**src/rtl/mux_scan.sv**
```systemverilog
// mux_scan: registered N-channel, W-bit selector with manual and auto-scan modes.
//
// In manual mode the channel is picked by i_con on every enabled edge. In scan
// mode a round-robin sequencer visits channels 0..N-1, taking one sample every
// DWELL enabled cycles. Each new sample is flagged on o_valid for one cycle;
// o_wrap marks the sample of the last channel of a scan pass.
//
// Handshake: there is no backpressure. o_valid is a pure one-cycle strobe that
// qualifies o_data/o_sel; a consumer that is not ready simply misses it.
//
// Ports
//   clk      : clock, rising edge
//   rs_n     : asynchronous active-low reset
//   i_data   : flat channel bus, channel k at bits [k*W +: W]
//   i_con    : manual channel select
//   i_mode   : 0 = manual, 1 = scan
//   i_en     : advance/sample enable
//   i_clr    : synchronous clear (highest priority)
//   o_data   : registered selected data
//   o_sel    : channel index that produced o_data
//   o_valid  : one-cycle strobe, new sample on o_data
//   o_wrap   : one-cycle strobe, last channel of a scan pass sampled
module mux_scan #(
    parameter int W     = 1,
    parameter int N     = 4,
    parameter int SW    = $clog2(N),
    parameter int DWELL = 8
) (
    input  logic           clk,
    input  logic           rs_n,
    input  logic [N*W-1:0] i_data,
    input  logic [SW-1:0]  i_con,
    input  logic           i_mode,
    input  logic           i_en,
    input  logic           i_clr,
    output logic [W-1:0]   o_data,
    output logic [SW-1:0]  o_sel,
    output logic           o_valid,
    output logic           o_wrap
);

    // Dwell counter needs at least one bit even when DWELL=1.
    localparam int CW = (DWELL > 1) ? $clog2(DWELL) : 1;
    localparam logic [CW-1:0] CNT_LAST = CW'(DWELL - 1);
    localparam logic [SW-1:0] CH_LAST  = SW'(N - 1);

    logic           mode_q,  mode_d;
    logic [SW-1:0]  ch_q,    ch_d;
    logic [CW-1:0]  cnt_q,   cnt_d;
    logic [W-1:0]   data_q,  data_d;
    logic [SW-1:0]  sel_q,   sel_d;
    logic           valid_q, valid_d;
    logic           wrap_q,  wrap_d;

    // Unpack the flat bus so channels can be indexed directly.
    logic [W-1:0] chan [N];
    for (genvar k = 0; k < N; k++) begin : g_chan
        assign chan[k] = i_data[k*W +: W];
    end

    // Manual selects beyond the last channel read as zero (N need not be 2^SW).
    logic         con_in_range;
    logic [W-1:0] con_data;
    always_comb begin
        con_in_range = (32'(i_con) < N);
        con_data     = '0;
        if (con_in_range) begin
            con_data = chan[i_con];
        end
    end

    always_comb begin
        mode_d  = mode_q;
        ch_d    = ch_q;
        cnt_d   = cnt_q;
        data_d  = data_q;
        sel_d   = sel_q;
        valid_d = 1'b0;
        wrap_d  = 1'b0;

        if (i_clr) begin
            mode_d = 1'b0;
            ch_d   = '0;
            cnt_d  = '0;
            data_d = '0;
            sel_d  = '0;
        end else if (i_mode != mode_q) begin
            // Mode switch restarts the sequencer; outputs hold, no sample.
            mode_d = i_mode;
            ch_d   = '0;
            cnt_d  = '0;
        end else if (!i_en) begin
            // Hold position; strobes already default low.
        end else if (!mode_q) begin
            data_d  = con_data;
            sel_d   = i_con;
            valid_d = 1'b1;
        end else begin
            if (cnt_q == CNT_LAST) begin
                data_d  = chan[ch_q];
                sel_d   = ch_q;
                valid_d = 1'b1;
                cnt_d   = '0;
                if (ch_q == CH_LAST) begin
                    ch_d   = '0;
                    wrap_d = 1'b1;
                end else begin
                    ch_d = ch_q + 1'b1;
                end
            end else begin
                cnt_d = cnt_q + 1'b1;
            end
        end
    end

    always_ff @(posedge clk or negedge rs_n) begin
        if (!rs_n) begin
            mode_q  <= 1'b0;
            ch_q    <= '0;
            cnt_q   <= '0;
            data_q  <= '0;
            sel_q   <= '0;
            valid_q <= 1'b0;
            wrap_q  <= 1'b0;
        end else begin
            mode_q  <= mode_d;
            ch_q    <= ch_d;
            cnt_q   <= cnt_d;
            data_q  <= data_d;
            sel_q   <= sel_d;
            valid_q <= valid_d;
            wrap_q  <= wrap_d;
        end
    end

    assign o_data  = data_q;
    assign o_sel   = sel_q;
    assign o_valid = valid_q;
    assign o_wrap  = wrap_q;

endmodule

```
**config.mk**
```make
export PLATFORM = sky130hd
export DESIGN_NAME = mux_scan
export DESIGN_NICKNAME = d
export VERILOG_FILES = /design/src/rtl/mux_scan.sv
export SDC_FILE = /design/constraint.sdc
export NUM_CORES = 1
export LEC_CHECK = 0
export BUFFER_PORTS_ARGS = -buffer_cell sky130_fd_sc_hd__buf_4
export CORE_UTILIZATION = 42
export DETAILED_ROUTE_END_ITERATION = 10
export PLACE_DENSITY = 0.66
export RECOVER_POWER = 50
export SYNTH_ARGS = -nofsm -noshare
export SYNTH_HDL_FRONTEND = slang
export SYNTH_SLANG_ARGS = --single-unit
```
**constraint.sdc**
```tcl
create_clock -name clk -period 2.64 [get_ports clk]
set_input_delay 0.396 -clock clk [delete_from_list [all_inputs] [get_ports clk]]
set_output_delay 0.396 -clock clk [all_outputs]
set_load 0.01 [all_outputs]
```
==> flow_summary.json <==
{
  "status": "finished clean",
  "post_cts_buffers": 0,
  "ctsResizeCount": 0,
  "row_count": 13,
  "start_kind": "register",
  "critPathBufInv": 0,
  "synthCells": 58,
  "core_sq_mm": 0.00133,
  "p_per_area_mw_per_mm2": 436,
  "layout_common_cells": "buf_4, dfrtp_1, a21oi_1, mux2i_1",
  "vias_per_cell": 5.33,
  "p_total_uw": 331,
  "vias": 490,
  "clkLatencyLatePin_ns": 0.27,
  "grt_setup_unrepaired": "no",
  "yosys_warnings": 0,
  "layout-drive-gt1-share_pct": 23.4,
  "ys_seq_area_share_pct": 45.1,
  "place_area_sq_um": 731,
  "grt.total_usage_pct": 17.6,
  "path_cells": "ha_1 > ha_1 > nand3_1 > nand2_1 > a21oi_1 > o2bb2ai_1",
  "leakage_nw": 0.370,
  "cp_top_family": "adder cells",
  "syn_avg_cell_area_sq_um": 10.5,
  "irDropWorstVdd_mv": 0.254,
  "die_area_sq_mm": 0.00161,
  "cpMostUsedCell": "ha_1",
  "crit_fanout": 3,
  "cts_sinks": 11,
  "crit_required_ns": 2.84,
  "drcViolationCount": 0,
  "critPathKind": "register to register",
  "port_buffers": 15,
  "slowest_delay_ns": 0.40,
  "fin_skew_ns": 0.00237,
  "grt_pass1_wl_mm": 1.75,
  "worst_ep_arrival_time_ns": 1.63,
  "worst_slew_pin_slew_ns": 0.556,
  "numCtsBuffers": 3,
  "fin_tns_setup_ns": 0,
  "start_util_pct": 45.8,
  "synthesis.nets": 73,
  "hold_class": "input pin to register",
  "wl_mm": 1.10,
  "setup_viol": 0,
  "nFillCells": 121,
  "io_pins": 16,
  "antenna_left": 0,
  "finalNetCount": 93,
  "ys_seq_elements": 11,
  "first_global_vias": 409,
  "root_buffer": "clkbuf_4",
  "grt_overflow": 0,
  "critical-path-slowest-cell": "dfrtp_1",
  "hpwl_um": 869,
  "grt_max_degree": 14,
  "die-height_um": 40.1,
  "period_minus_slack_ns": 1.43,
  "mostFrequentLayoutCell": "buf_4",
  "htree_levels": 1,
  "fmax_ghz": 0.700,
  "drv_slew": 0,
  "maxCapViolations": 0,
  "cts_tree": "done",
  "finalHoldViolations": 0,
  "period_share_pct": 54.1,
  "synth_cell_types": 20,
  "stdcell_area_sq_um": 759,
  "clk_pin_slew_ns": 0.06,
  "antenna_cells": 0,
  "ctsLongestPathBuffers": 2,
  "die_w_um": 40.1,
  "end_kind": "register",
  "firstDrtPassIters": 4,
  "syn_area_sq_um": 611,
  "gp_congestion": 0.682,
  "maxSlewHeadroom_pct": 62.9,
  "wl_per_cell_um": 11.9,
  "syn_to_final_growth_pct": 24.4,
  "drt_iter0_drc": 7,
  "grt_antenna_before_repair": 0
}
==> flip-flops by register name, summed over array words and instances, names as in the netlist <==
signal / count
o_sel: 2
mode_q: 1
o_wrap: 1
o_data: 1
cnt_q: 3
o_valid: 1
ch_q: 2
==> power by group <==
group | switching, mW | internal (mW)
Clock | 0.0534 | 0.0586
Sequential | 0.00464 | 0.172
Combinational | 0.0200 | 0.0229
Total | 0.0781 | 0.253
==> path summary, 6_finish.rpt <==
| kind | from | to | slack (ns) | cells after the start |
|---|---|---|---|---|
| hold / removal | i_clr | mode_q | 0.30 | 2 |
| hold reg to reg | o_sel[1] | o_sel[1] | 0.49 | 1 |
| max in group asynchronous | rs_n | cnt_q[0] | 1.65 | 2 |
| setup / recovery | cnt_q[0] | o_data | 1.21 | 6 |
| setup reg to reg | cnt_q[0] | o_data | 1.21 | 6 |
| min in group asynchronous | rs_n | mode_q | 0.63 | 2 |
==> layer usage <==
layer,GRT usage [%],vias up,share of wire (%)
met1,22.9,228,46
met4,7.76,0,0.91
met5,0,-,0
met3,8.33,2,5.4
li1,-,250,-
met2,24.2,10,48
==> through the flow <==
| step | setup slack [ns] | cells | util, % | hold WS (ns) |
|---|---|---|---|---|
| 2_1_floorplan | 1.34 | 58 | - | 0.100 |
| 4_1_cts | 1.20 | 92 | 57.5 | 0.291 |
| 5_1_grt | 1.12 | 92 | 56.9 | 0.288 |
| 3_5_place_dp | 1.22 | 87 | 54.8 | 0.237 |
| 3_3_place_gp | 1.27 | 87 | 54.8 | 0.234 |
| 6_report | 1.21 | 92 | 56.9 | 0.299 |
==> what timing repair did <==
item                                    in CTS  in global routing
endpoints found under the setup margin       0                  0
hold endpoints to repair                    11                  0
hold buffers                                 1                  0
==> cells in the mapped netlist <==
cell	count	area, sq um
nand2_2	1	6.26
nor3b_1	2	15.0
nand2_1	3	11.3
buf_6	1	11.3
nor2b_1	1	6.26
nor2_1	4	15.0
nand2b_1	3	18.8
a311oi_1	1	8.76
mux2_4	1	15.0
nand3_1	4	20.0
mux2i_1	6	60.1
or2_1	1	6.26
nor3_1	3	15.0
o32ai_1	1	8.76
ha_1	4	50.1
a21oi_1	6	30.0
inv_1	1	3.75
o2bb2ai_1	3	26.3
dfrtp_1	11	275
a21o_1	1	7.51
==> kinds of logic (layout without fill, tap and decap cells) <==
| logic type | count (synthesis) | after routing | synth area share [%] |
|---|---|---|---|
| AOI/OAI and AO/OA | 12 | 12 | 13.3 |
| and+or+nand+nor | 22 | 22 | 18.6 |
| buffers and inverters | 2 | 21 | 2.46 |
| muxes | 7 | 7 | 12.3 |
| DFF | 11 | 11 | 45.1 |
| adders and majority gates | 4 | 4 | 8.20 |
==> layout make-up <==
class | count | area [sq um] | area share (%)
clock buffer | 4 | 26.3 | 3.46
inverter | 1 | 3.75 | 0.494
multi-input combinational | 45 | 320 | 42.2
sequential | 11 | 275 | 36.2
tap | 15 | 18.8 | 2.47
timing repair buffer | 16 | 115 | 15.2
No activity file was read; power rests on OpenSTA's default activity.
